<file path="config.mk">
export PLATFORM = sky130hd
export DESIGN_NAME = char_rom_arbiter
export DESIGN_NICKNAME = d
export VERILOG_FILES = /design/src/rtl/char_rom_arbiter.sv
export SDC_FILE = /design/constraint.sdc
export NUM_CORES = 1
export LEC_CHECK = 0
export CAP_MARGIN = 0
export CORE_AREA = 2 2 66 68
export CTS_BUF_LIST = sky130_fd_sc_hd__clkbuf_8
export DETAILED_ROUTE_END_ITERATION = 16
export DIE_AREA = 0 0 68 70
export PLACE_DENSITY = 0.76
export SETUP_SLACK_MARGIN = 0.05
export SYNTH_ARGS = -nofsm -noshare
export SYNTH_HDL_FRONTEND = slang
export SYNTH_SLANG_ARGS = --single-unit
</file>
<file path="constraint.sdc">
create_clock -name NCLK -period 2.84 [get_ports NCLK]
set_input_delay 0.568 -clock NCLK [delete_from_list [all_inputs] [get_ports NCLK]]
set_output_delay 0.568 -clock NCLK [all_outputs]
set_load 0.02 [all_outputs]
</file>
<file path="src/rtl/char_rom_arbiter.sv">
// char_rom_arbiter
//
// Shares one character-glyph ROM (13-bit address = {char code, glyph pixel
// address}, 1-bit data) between N text-overlay requesters. At most one
// request is granted per cycle. The granted address is registered onto
// rom_address, and each returned pixel bit is tagged with the ID of the
// requester it belongs to. Responses come back in grant order.
//
// Configuration macro:
//   CHAR_ARB_FIXED_PRIO_EN - when defined, the round-robin pointer is removed
//                            and the lowest-index active request always wins.
//                            When undefined, arbitration is round-robin.
//
// Parameters:
//   N        number of requesters (2..8)
//   ID_W     requester-ID width, 2**ID_W >= N
//   ROM_LAT  cycles from rom_address register output to valid rom_q (1..3)
//
// Ports:
//   NCLK         system clock, rising edge
//   RST          synchronous active-high reset
//   req          per-requester read request, held until granted
//   req_char     7-bit character code per requester, slice i = [7i+6:7i]
//   req_addr     6-bit glyph address per requester,  slice i = [6i+5:6i]
//   gnt          one-hot grant, combinational, same cycle as accepted req
//   rom_address  registered ROM address of the last granted request
//   rom_q        ROM data output
//   rsp_valid    single-cycle pulse per grant, registered
//   rsp_id       requester the response belongs to, registered
//   rsp_data     returned pixel bit, registered
module char_rom_arbiter #(
    parameter int N       = 4,
    parameter int ID_W    = 2,
    parameter int ROM_LAT = 1
) (
    input  logic            NCLK,
    input  logic            RST,
    input  logic [N-1:0]    req,
    input  logic [7*N-1:0]  req_char,
    input  logic [6*N-1:0]  req_addr,
    output logic [N-1:0]    gnt,
    output logic [12:0]     rom_address,
    input  logic            rom_q,
    output logic            rsp_valid,
    output logic [ID_W-1:0] rsp_id,
    output logic            rsp_data
);

    logic            found;
    logic [ID_W-1:0] g_idx;
    logic [12:0]     sel_addr;

    // In-flight tracking: token k is visible ROM address + k cycles after grant
    logic [ROM_LAT:0] vld_p;
    logic [ID_W-1:0]  id_p [ROM_LAT+1];

`ifndef CHAR_ARB_FIXED_PRIO_EN
    // Index where the next search starts; reset to 0 so requester 0 leads
    logic [ID_W-1:0] ptr;
`endif

    always_comb begin
        found = 1'b0;
        g_idx = '0;
`ifdef CHAR_ARB_FIXED_PRIO_EN
        // Descending scan so the lowest active index is the last one written
        for (int i = N - 1; i >= 0; i--) begin
            if (req[i]) begin
                found = 1'b1;
                g_idx = ID_W'(i);
            end
        end
`else
        // Rotating search: step k looks at (ptr + k) mod N; first hit wins
        for (int k = 0; k < N; k++) begin
            for (int i = 0; i < N; i++) begin
                if (!found && req[i] && (i == (int'(ptr) + k) % N)) begin
                    found = 1'b1;
                    g_idx = ID_W'(i);
                end
            end
        end
`endif
        if (RST) begin
            found = 1'b0;
        end

        gnt      = '0;
        sel_addr = '0;
        for (int i = 0; i < N; i++) begin
            if (found && (g_idx == ID_W'(i))) begin
                gnt[i]   = 1'b1;
                sel_addr = {req_char[7*i +: 7], req_addr[6*i +: 6]};
            end
        end
    end

    // Stage p0: grant registered into rom_address and the token pipeline
    always_ff @(posedge NCLK) begin
        if (RST) begin
            rom_address <= '0;
            rsp_valid   <= 1'b0;
            rsp_id      <= '0;
            rsp_data    <= 1'b0;
            vld_p       <= '0;
`ifndef CHAR_ARB_FIXED_PRIO_EN
            ptr         <= '0;
`endif
        end else begin
            if (found) begin
                rom_address <= sel_addr;
`ifndef CHAR_ARB_FIXED_PRIO_EN
                ptr         <= (int'(g_idx) == N - 1) ? '0 : g_idx + 1'b1;
`endif
            end
            vld_p <= {vld_p[ROM_LAT-1:0], found};
            // Last stage: token lines up with the ROM data for its address
            rsp_valid <= vld_p[ROM_LAT];
            if (vld_p[ROM_LAT]) begin
                rsp_id   <= id_p[ROM_LAT];
                rsp_data <= rom_q;
            end
        end
    end

    // IDs only matter alongside a set valid bit, so they carry no reset
    always_ff @(posedge NCLK) begin
        id_p[0] <= g_idx;
        for (int i = 1; i <= ROM_LAT; i++) begin
            id_p[i] <= id_p[i-1];
        end
    end

endmodule

</file>
==> flow_metrics.py <==
metrics = {
    "run_status": {
        "run_status": "finished clean",
    },
    "route": {
        "drtPass1Iterations": 4,
        "routed_wl_mm": 5.08,
        "vias_per_cell": 5.57,
        "drc": 0,
        "via_count": 1739,
        "drtAntennaViolNets": 0,
        "routedWlPerCell_um": 16.3,
        "drtIter0Drc": 95,
    },
    "floorplanning": {
        "die_h_um": 70,
        "die_area_sq_um": 4760,
        "rows": 24,
        "fp.dieW_um": 68,
        "core_area_sq_um": 4140,
        "initial_core_util_pct": 38.1,
        "pin_count": 80,
    },
    "timing": {
        "finClkSkew_ps": 9.04,
        "setup_viol": 0,
        "fmax_mhz": 370,
        "worstMarginPinSlew_ps": 471,
        "setup_slack_ps": 135,
        "tns_ps": 0,
        "drv_slew": 0,
        "relSlewSlack_pct": 68.6,
        "min_period_over_period_pct": 95.2,
        "finalCriticalPeriod_ps": 2700,
        "rsz0062_at_grt": "no",
        "hold_violations": 0,
    },
    "worst_setup_path": {
        "start_kind": "input port",
        "crit_required_ps": 2270,
        "arrival_ps": 2140,
        "r2r_start": "ptr[1]",
        "reg2reg_depth": 10,
        "worst_path_largest_cell_delay_ps": 500,
        "critical_path.top_delay_family": "buffers and inverters",
        "path_depth": 8,
        "path_cells": "clkdlybuf4s50_1, o21ai_1, a221oi_2, buf_4, inv_1, ha_1, and2_1, buf_4",
        "critPathCaptureType": "output port",
        "critical-path-slowest-cell": "clkdlybuf4s50_1",
        "cp_common_cell": "buf_4",
        "rrSetupSlack_ps": 570,
        "cp-startpoint": "req[3]",
        "worst-path-max-fanout": 3,
        "crit_buf_inv": 4,
        "path_class": "input port to output port",
    },
    "pwr": {
        "powerDensity_nw_per_um2": 443,
        "comb_power_share_pct": 44.6,
        "swShare_pct": 33.8,
        "clkPwrFrac_pct": 18.8,
        "ir_drop_mv": 0.217,
        "fin_total_pwr_mw": 1.14,
        "seq_power_share_pct": 36.6,
        "switchingPower_mw": 0.384,
        "p_leak_nw": 1.09,
        "p_int_mw": 0.753,
    },
    "clock_network": {
        "post_cts_buffers": 0,
        "path_clk_slew_ps": 80,
        "htreeDepth": 1,
        "cts.path.max_buffers": 2,
        "cts_tree": "done",
        "clk_latency_ps": 270,
        "clock_sinks": 25,
        "cts_made_buffers": 3,
        "cts_root_buf": "clkbuf_8",
    },
    "place": {
        "dp.cells": 308,
        "dp_slack_ps": -421,
        "portBuffers": 79,
        "dp_hpwl_mm": 3.79,
        "routabilityCongestion": 0.867,
    },
    "job": {
        "drv.max_cap_violation_count": 0,
    },
    "synthesis": {
        "yosysUniqueCellTypes": 40,
        "syn-num-nets": 231,
        "synth.yosys.seq_area_share_pct": 31.7,
        "ys.flop_type": "dfxtp_1",
        "synth_area_sq_um": 1580,
        "synth.avg_cell_area_sq_um": 9.30,
        "ys_warn_count": 0,
        "syn-instance-count": 170,
        "postSynth.asyncResetShare_pct": 0,
        "synth_edf_count": 0,
        "ys_seq_elements": 25,
    },
    "cells_and_area": {
        "multiInputGateArea_sq_um": 977,
        "nFillCells": 397,
        "drive_above_1_share_pct": 23.8,
        "diodes": 0,
        "finalNetCount": 322,
        "area_delta_synth_final_pct": 62.3,
        "regArea_sq_um": 500,
        "final_cells": 312,
        "final_util_pct": 61.9,
    },
    "hold_path": {
        "holdPathStages": 0,
        "min_from": "id_p[0][0]",
        "hold_path.class": "flip-flop to flip-flop",
    },
    "global_route": {
        "overflow": 0,
        "grt_pass1_wl_mm": 8.51,
        "grt_use_total_pct": 23.1,
        "grt_pass1_vias": 1823,
        "grt_max_degree": 21,
        "antenna_found_initial": 0,
    },
}
sequential cells by signal (all words and copies together), names as in the netlist:
register / flops
ptr: 2
rom_address: 13
id_p: 4
rsp_id: 2
vld_p: 2
rsp_data: 1
rsp_valid: 1
repair_timing:
item / CTS / global route
pin swaps: 1 / 1
hold buffers: 0 / 0
setup endpoints to repair: 15 / 4
gates resized for setup: 20 / 4
kinds of logic (layout without fill, tap and decap cells):
kind of cell / count (synthesis) / in the layout / share of synthesized area, %
mux: 4 / 4 / 2.61
buf+inv: 22 / 112 / 7.44
flops: 25 / 25 / 31.7
simple gates: 51 / 51 / 18.0
compound gates: 66 / 66 / 38.7
fa+ha+maj: 2 / 2 / 1.58
power groups by stage:
stage | Clock [mW] | Combinational [mW] | Sequential [mW]
floorplan | 0 | 0.253 | 0.450
global placement | 0 | 0.497 | 0.424
detailed placement | 0 | 0.503 | 0.424
CTS | 0.220 | 0.505 | 0.417
global route | 0.236 | 0.546 | 0.421
finish | 0.214 | 0.507 | 0.416
cells in the mapped netlist (3+ instances only):
library cell / instances / area share, %
dfxtp_1: 25 / 32
nand2_1: 6 / 1.4
a21oi_1: 15 / 4.8
nor2b_1: 3 / 1.2
inv_1: 5 / 1.2
a211oi_1: 3 / 1.4
buf_2: 7 / 2.2
and3_1: 11 / 4.4
a211o_1: 11 / 6.1
a211oi_2: 9 / 7.1
o221ai_2: 10 / 9.5
mux2i_1: 3 / 1.9
buf_6: 3 / 2.1
clkbuf_1: 5 / 1.2
nor2_1: 19 / 4.5
layer usage:
| metal | GRT usage, % | share of wire, % | wire [um] | up-vias |
|---|---|---|---|---|
| li1 | - | - | - | 824 |
| met1 | 28.6 | 41 | 2060 | 832 |
| met2 | 38.0 | 51 | 2570 | 74 |
| met3 | 4.67 | 6.9 | 352 | 9 |
| met4 | 9.78 | 1.8 | 89 | 0 |
| met5 | 0 | 0 | 0 | - |
final cells by class:
type	instances	area share, %
clock buffers	3	1.61
clock inverters	1	0.146
inverters	6	0.878
multi-input cells	123	38.1
flip-flops and latches	25	19.5
well taps	52	2.54
repair buffers	102	37.2
cell usage in the layout, fill, tap and decap left out, types with 3 or more instances in the layout:
cell | Yosys | final
nand2_1 | 6 | 6
mux2i_1 | 3 | 3
clkdlybuf4s50_1 | 0 | 73
a211oi_1 | 3 | 3
a211o_1 | 11 | 11
and3_1 | 11 | 11
nor2_1 | 19 | 19
inv_1 | 5 | 6
buf_4 | 1 | 23
clkbuf_8 | 0 | 3
o221ai_2 | 10 | 10
dfxtp_1 | 25 | 25
nor2b_1 | 3 | 3
buf_2 | 7 | 3
a211oi_2 | 9 | 9
a21oi_1 | 15 | 15
per-stage QoR:
step	hold slack [ps]	area [sq um]
3_3_place_gp	312	2510
5_1_grt	342	2560
2_1_floorplan	310	1580
3_5_place_dp	314	2510
4_1_cts	335	2550
6_report	331	2560
worst paths after layout:
| kind | to |
|---|---|
| min reg2reg | id_p[1][0] |
| max reg2reg | rom_address[2] |
| min | id_p[1][0] |
| max | gnt[0] |
(Power assumes the default switching activity.)
==> patch 1, RTL diff (same settings) <==
`ROM_LAT`: 1 -> 2. Comments in the files are not updated.
--- a/src/rtl/char_rom_arbiter.sv
+++ b/src/rtl/char_rom_arbiter.sv
@@ -31,7 +31,7 @@
 module char_rom_arbiter #(
     parameter int N       = 4,
     parameter int ID_W    = 2,
-    parameter int ROM_LAT = 1
+    parameter int ROM_LAT = 2
 ) (
     input  logic            NCLK,
     input  logic            RST,
Behaviour: not the same (Yosys sat finds a counterexample within 4 cycles, from zero or initial values and one cycle with RST high).
==> patch 1 against the unedited design <==
Sequential share of layout area up 1.7 points. Wire length down 2.0%. Area after synthesis up 3.4%. Total power up 13%. Count of clock-buffer cells in the layout unchanged. Worst setup slack better by 0.048 ns. Sequential cell count up 3. Final area up 2.9%. Utilization up 1.8 points. Combinational power down 1%.
==> patch 1: results (changes against the unedited design) <==
Relative slew slack = 71.4% (was 68.6%)
Post-Place Cell Area = 2550 um2 (was 2510 um2)
Met2 wire length = 2530 um (was 2570 um)
Lkg Pwr = 1.14 nW (was 1.09 nW)
Layout cell share with drive strength beyond 1 = 23.8% (unchanged)
TritonRoute pass-1 iters = 4 (unchanged)
Synth top cells by count = dfxtp_1 (28), nor2_1 (20), a21oi_1 (16) (was dfxtp_1 (25), nor2_1 (19), a21oi_1 (15))
Clk slew on worst S/H paths = 0.09 ns
Worst min path class = reg -> reg (unchanged)
Met1 Usage GRT = 31.6% (was 28.6%)
Seq/Total Area, Yosys = 34.3% (was 31.7%)
Crit-path max cell delay = 0.41 ns (was 0.50 ns)
Max VDD drop = 0.425 mV (was 0.217 mV)
Crit-path slowest cell = clkdlybuf4s50_1 (unchanged)
Arr. time, crit path = 2.09 ns (was 2.14 ns)
Via count = 1693 (was 1739)
Syn Inst Count = 172 (was 170)
DP HPWL = 3680 um (was 3790 um)
Met3 WL post-DR = 301 um (was 352 um)
Clock Skew = 0.0135 ns (was 0.00904 ns)
Vias in the first global route = 1770 (was 1823)
DRT iter0 DRCs = 170 (was 95)
Diodes inserted = 0 (unchanged)
Postcts setup bufs = 0 (unchanged)
GR Util met3 = 5.31% (was 4.67%)
Registers with the most flip-flops = rom_address x13, id_p x6, vld_p x3 (was rom_address x13, id_p x4)
Synth Flop Type = dfxtp_1 (unchanged)
Largest cells by area after synthesis = dfxtp_1 (34%), o221ai_2 (9.2%), a211oi_2 (6.9%) (was dfxtp_1 (32%), o221ai_2 (9.5%), a211oi_2 (7.1%))
Total track usage = 22.6% (was 23.1%)
Dpl ws = -0.413 ns (was -0.421 ns)
First-pass GRT wire length = 8420 um (was 8510 um)
Placer Congestion = 0.850 (was 0.867)
Metal-1 WL = 2110 um (was 2060 um)
Layout Cells excl Fill = 312 (unchanged)
Cts bufs inserted = 3 (unchanged)
WL final = 4980 um (was 5080 um)
Largest net degree at the start of global routing = 22 (was 21)
Syn Nets = 233 (was 231)
Clock Tree Buf Depth = 2 (unchanged)
Met2 usage = 35.6% (was 38.0%)
Layout Nets = 322 (unchanged)
Library cells used by synthesis = 38 (was 40)
Net Switching = 393 uW (was 384 uW)
Status = finished clean (unchanged)
==> patch 1: power groups by stage <==
stage | logic [mW] | clock network [mW] | registers [mW]
6_report | 0.500 | 0.317 | 0.463
5_1_grt | 0.539 | 0.340 | 0.468
2_1_floorplan | 0.250 | 0 | 0.495
4_1_cts | 0.493 | 0.321 | 0.462
3_5_place_dp | 0.491 | 0 | 0.470
3_3_place_gp | 0.488 | 0 | 0.470
==> patch 1: final timing paths <==
path | from | to | slack (ns) | depth (start not counted)
max | req[1] | gnt[0] | 0.18 | 9
min | id_p[1][0] | id_p[2][0] | 0.33 | 0
max reg2reg | ptr[1] | rom_address[0] | 0.46 | 10
min reg2reg | id_p[1][0] | id_p[2][0] | 0.33 | 0
==> patch 1: kinds of logic (layout without fill, tap and decap cells) <==
family	Yosys count	count (layout)	share of synthesized area [%]
flip-flops	28	28	34.3
multiplexers	4	4	2.53
adder cells (fa/ha/maj)	2	2	1.53
AND/OR/NAND/NOR	50	50	16.8
buffers and inverters	22	110	7.20
AO/OA/AOI/OAI	66	66	37.7
==> patch 1: worst reg2reg max path: cells and delay by family (launching register included) <==
family                   cells  cell delay [ns]
AO/OA/AOI/OAI                4             0.77
adder cells (fa/ha/maj)      1             0.21
buffers and inverters        2             0.39
flip-flops                   1             0.40
AND/OR/NAND/NOR              3             0.54
==> patch 1: what timing repair did <==
item	in CTS	in global routing
endpoints found under the setup margin	16	14
gates resized for setup	18	10
pin swaps	1	3
==> patch 1: cell type report <==
cell class / instances / area [um2]
clock buffer: 3 / 41.3
clock inverter: 1 / 30.0
fill: 344 / 1510
inverter: 6 / 22.5
multi-input combinational: 122 / 977
sequential: 28 / 561
tap: 52 / 65.1
timing repair buffer: 100 / 942
==> patch 2, RTL diff (same flow settings) <==
Without the edit above. Make the reset (`RST`) asynchronous in one clocked block. Comments in the files are not updated.
--- a/src/rtl/char_rom_arbiter.sv
+++ b/src/rtl/char_rom_arbiter.sv
@@ -96,7 +96,7 @@
     end
 
     // Stage p0: grant registered into rom_address and the token pipeline
-    always_ff @(posedge NCLK) begin
+    always_ff @(posedge NCLK or posedge RST) begin
         if (RST) begin
             rom_address <= '0;
             rsp_valid   <= 1'b0;
Check against the original RTL: differs if RST is asserted again (counterexample within 4 cycles, from zero or initial values and one cycle with RST high); with RST held inactive, the same outputs for 4 cycles.
==> patch 2 against the unedited design <==
Sequential cell count unchanged. Die area unchanged. Cell count down 0.96%. Wire length down 9.6%. Utilization down 0.79 points. First-iteration DRC count down 22%. Critical path type unchanged. Critical endpoint unchanged. Count of clock-buffer cells in the layout unchanged. Combinational power up 95%. Worst setup slack better by 0.063 ns. Total power up 56%. Area after synthesis down 0.95%. Via count down 7.9%. Final area down 1.3%. Worst hold slack better by 0.0031 ns.
==> patch 2: results (changes against the unedited design) <==
Met1 Usage GRT = 26.3% (was 28.6%)
First-pass GRT wire length = 7380 um (was 8510 um)
Worst slew pin tran = 0.594 ns (was 0.471 ns)
GR Util met3 = 3.22% (was 4.67%)
DRT iter0 DRCs = 74 (was 95)
TritonRoute pass-1 iters = 4 (unchanged)
DP HPWL = 3470 um (was 3790 um)
Crit-path max cell delay = 0.43 ns (was 0.50 ns)
Metal-1 WL = 1980 um (was 2060 um)
Status = finished clean (unchanged)
Arr. time, crit path = 2.07 ns (was 2.14 ns)
Max Used Layer = met4 (unchanged)
Synth top cells by count = and3_1 (21), dfrtp_1 (21), nor2_1 (18) (was dfxtp_1 (25), nor2_1 (19), a21oi_1 (15))
FF-to-FF setup slack = 0.60 ns (was 0.57 ns)
Largest net degree at the start of global routing = 25 (was 21)
Total track usage = 20.3% (was 23.1%)
Placer Congestion = 0.831 (was 0.867)
Lkg Pwr = 1.14 nW (was 1.09 nW)
Setup TNS = 0 ns (unchanged)
Leading area contributor after synthesis = dfrtp_1 (was dfxtp_1)
Hold EP = id_p[1][1] (was id_p[1][0])
Max VDD drop = 0.268 mV (was 0.217 mV)
Reg-to-reg endpoint = rom_address[2] (unchanged)
Largest cells by area after synthesis = dfrtp_1 (34%), and3_1 (8.4%), a21oi_1 (5.1%) (was dfxtp_1 (32%), o221ai_2 (9.5%), a211oi_2 (7.1%))
Seq/Total Area, Yosys = 38.7% (was 31.7%)
Layout Nets = 319 (was 322)
Met3 WL post-DR = 276 um (was 352 um)
Met2 usage = 33.0% (was 38.0%)
R2r worst-path depth = 8 (was 10)
Met2 wire length = 2210 um (was 2570 um)
Worst R2R Start = ptr[0] (was ptr[1])
Clock Skew = 0.00119 ns (was 0.00904 ns)
Layout cell share with drive strength beyond 1 = 18.7% (was 23.8%)
Library cells used by synthesis = 38 (was 40)
WL final = 4590 um (was 5080 um)
Async S/R FF share, synth = 84.0% (was 0%)
Switching share of power = 39.4% (was 33.8%)
Via count = 1602 (was 1739)
-- patch 2: logic make-up after synthesis --
group	Yosys count	share of synthesized area, %
AO/OA/AOI/OAI	51	26.5
adder cells (fa/ha/maj)	2	1.60
buffers and inverters	19	5.99
flip-flops	25	38.7
multiplexers	3	2.16
AND/OR/NAND/NOR	70	25.1
-- patch 2: what timing repair did --
item	4_1_cts	5_1_grt
endpoints found under the setup margin	4	3
resized for setup	11	8
pin swaps	0	4
-- patch 2: how the worst max path moves through the flow --
stage                     startpoint  endpoint  slack, ns  cells after the start
after floorplan               req[0]    gnt[3]       0.37                      6
after global routing          req[2]    gnt[0]       0.10                      7
after CTS                     req[0]    gnt[3]       0.05                      7
after detailed placement      req[0]    gnt[0]      -0.33                      8
final                         req[2]    gnt[0]       0.20                      7
after global placement        req[0]    gnt[0]      -0.34                      8
-- patch 2: cell type report --
class                      count  area, um2
fill                         387       1610
timing repair buffer          95        902
inverter                       7       26.3
tap                           52       65.1
clock inverter                 1       8.76
clock buffer                   3       41.3
multi-input combinational    126        883
sequential                    25        606
-- patch 2: metrics by stage --
| stage | setup WS, ns | hold WS (ns) | area [um2] | instances |
|---|---|---|---|---|
| floorplan | 0.375 | 0.310 | 1570 | 170 |
| detailed placement | -0.333 | 0.312 | 2470 | 305 |
| global route | 0.104 | 0.342 | 2530 | 309 |
| global placement | -0.336 | 0.310 | 2470 | 305 |
| CTS | 0.0534 | 0.335 | 2520 | 309 |
| finish | 0.199 | 0.334 | 2530 | 309 |
-- patch 2: power by group through the flow --
stage          registers, mW  logic [mW]  clock network (mW)
2_1_floorplan          0.656       0.489                   0
4_1_cts                0.562       0.992               0.232
5_1_grt                0.578        1.08               0.241
3_5_place_dp           0.570       0.990                   0
3_3_place_gp           0.562       0.977                   0
6_report               0.561       0.988               0.226
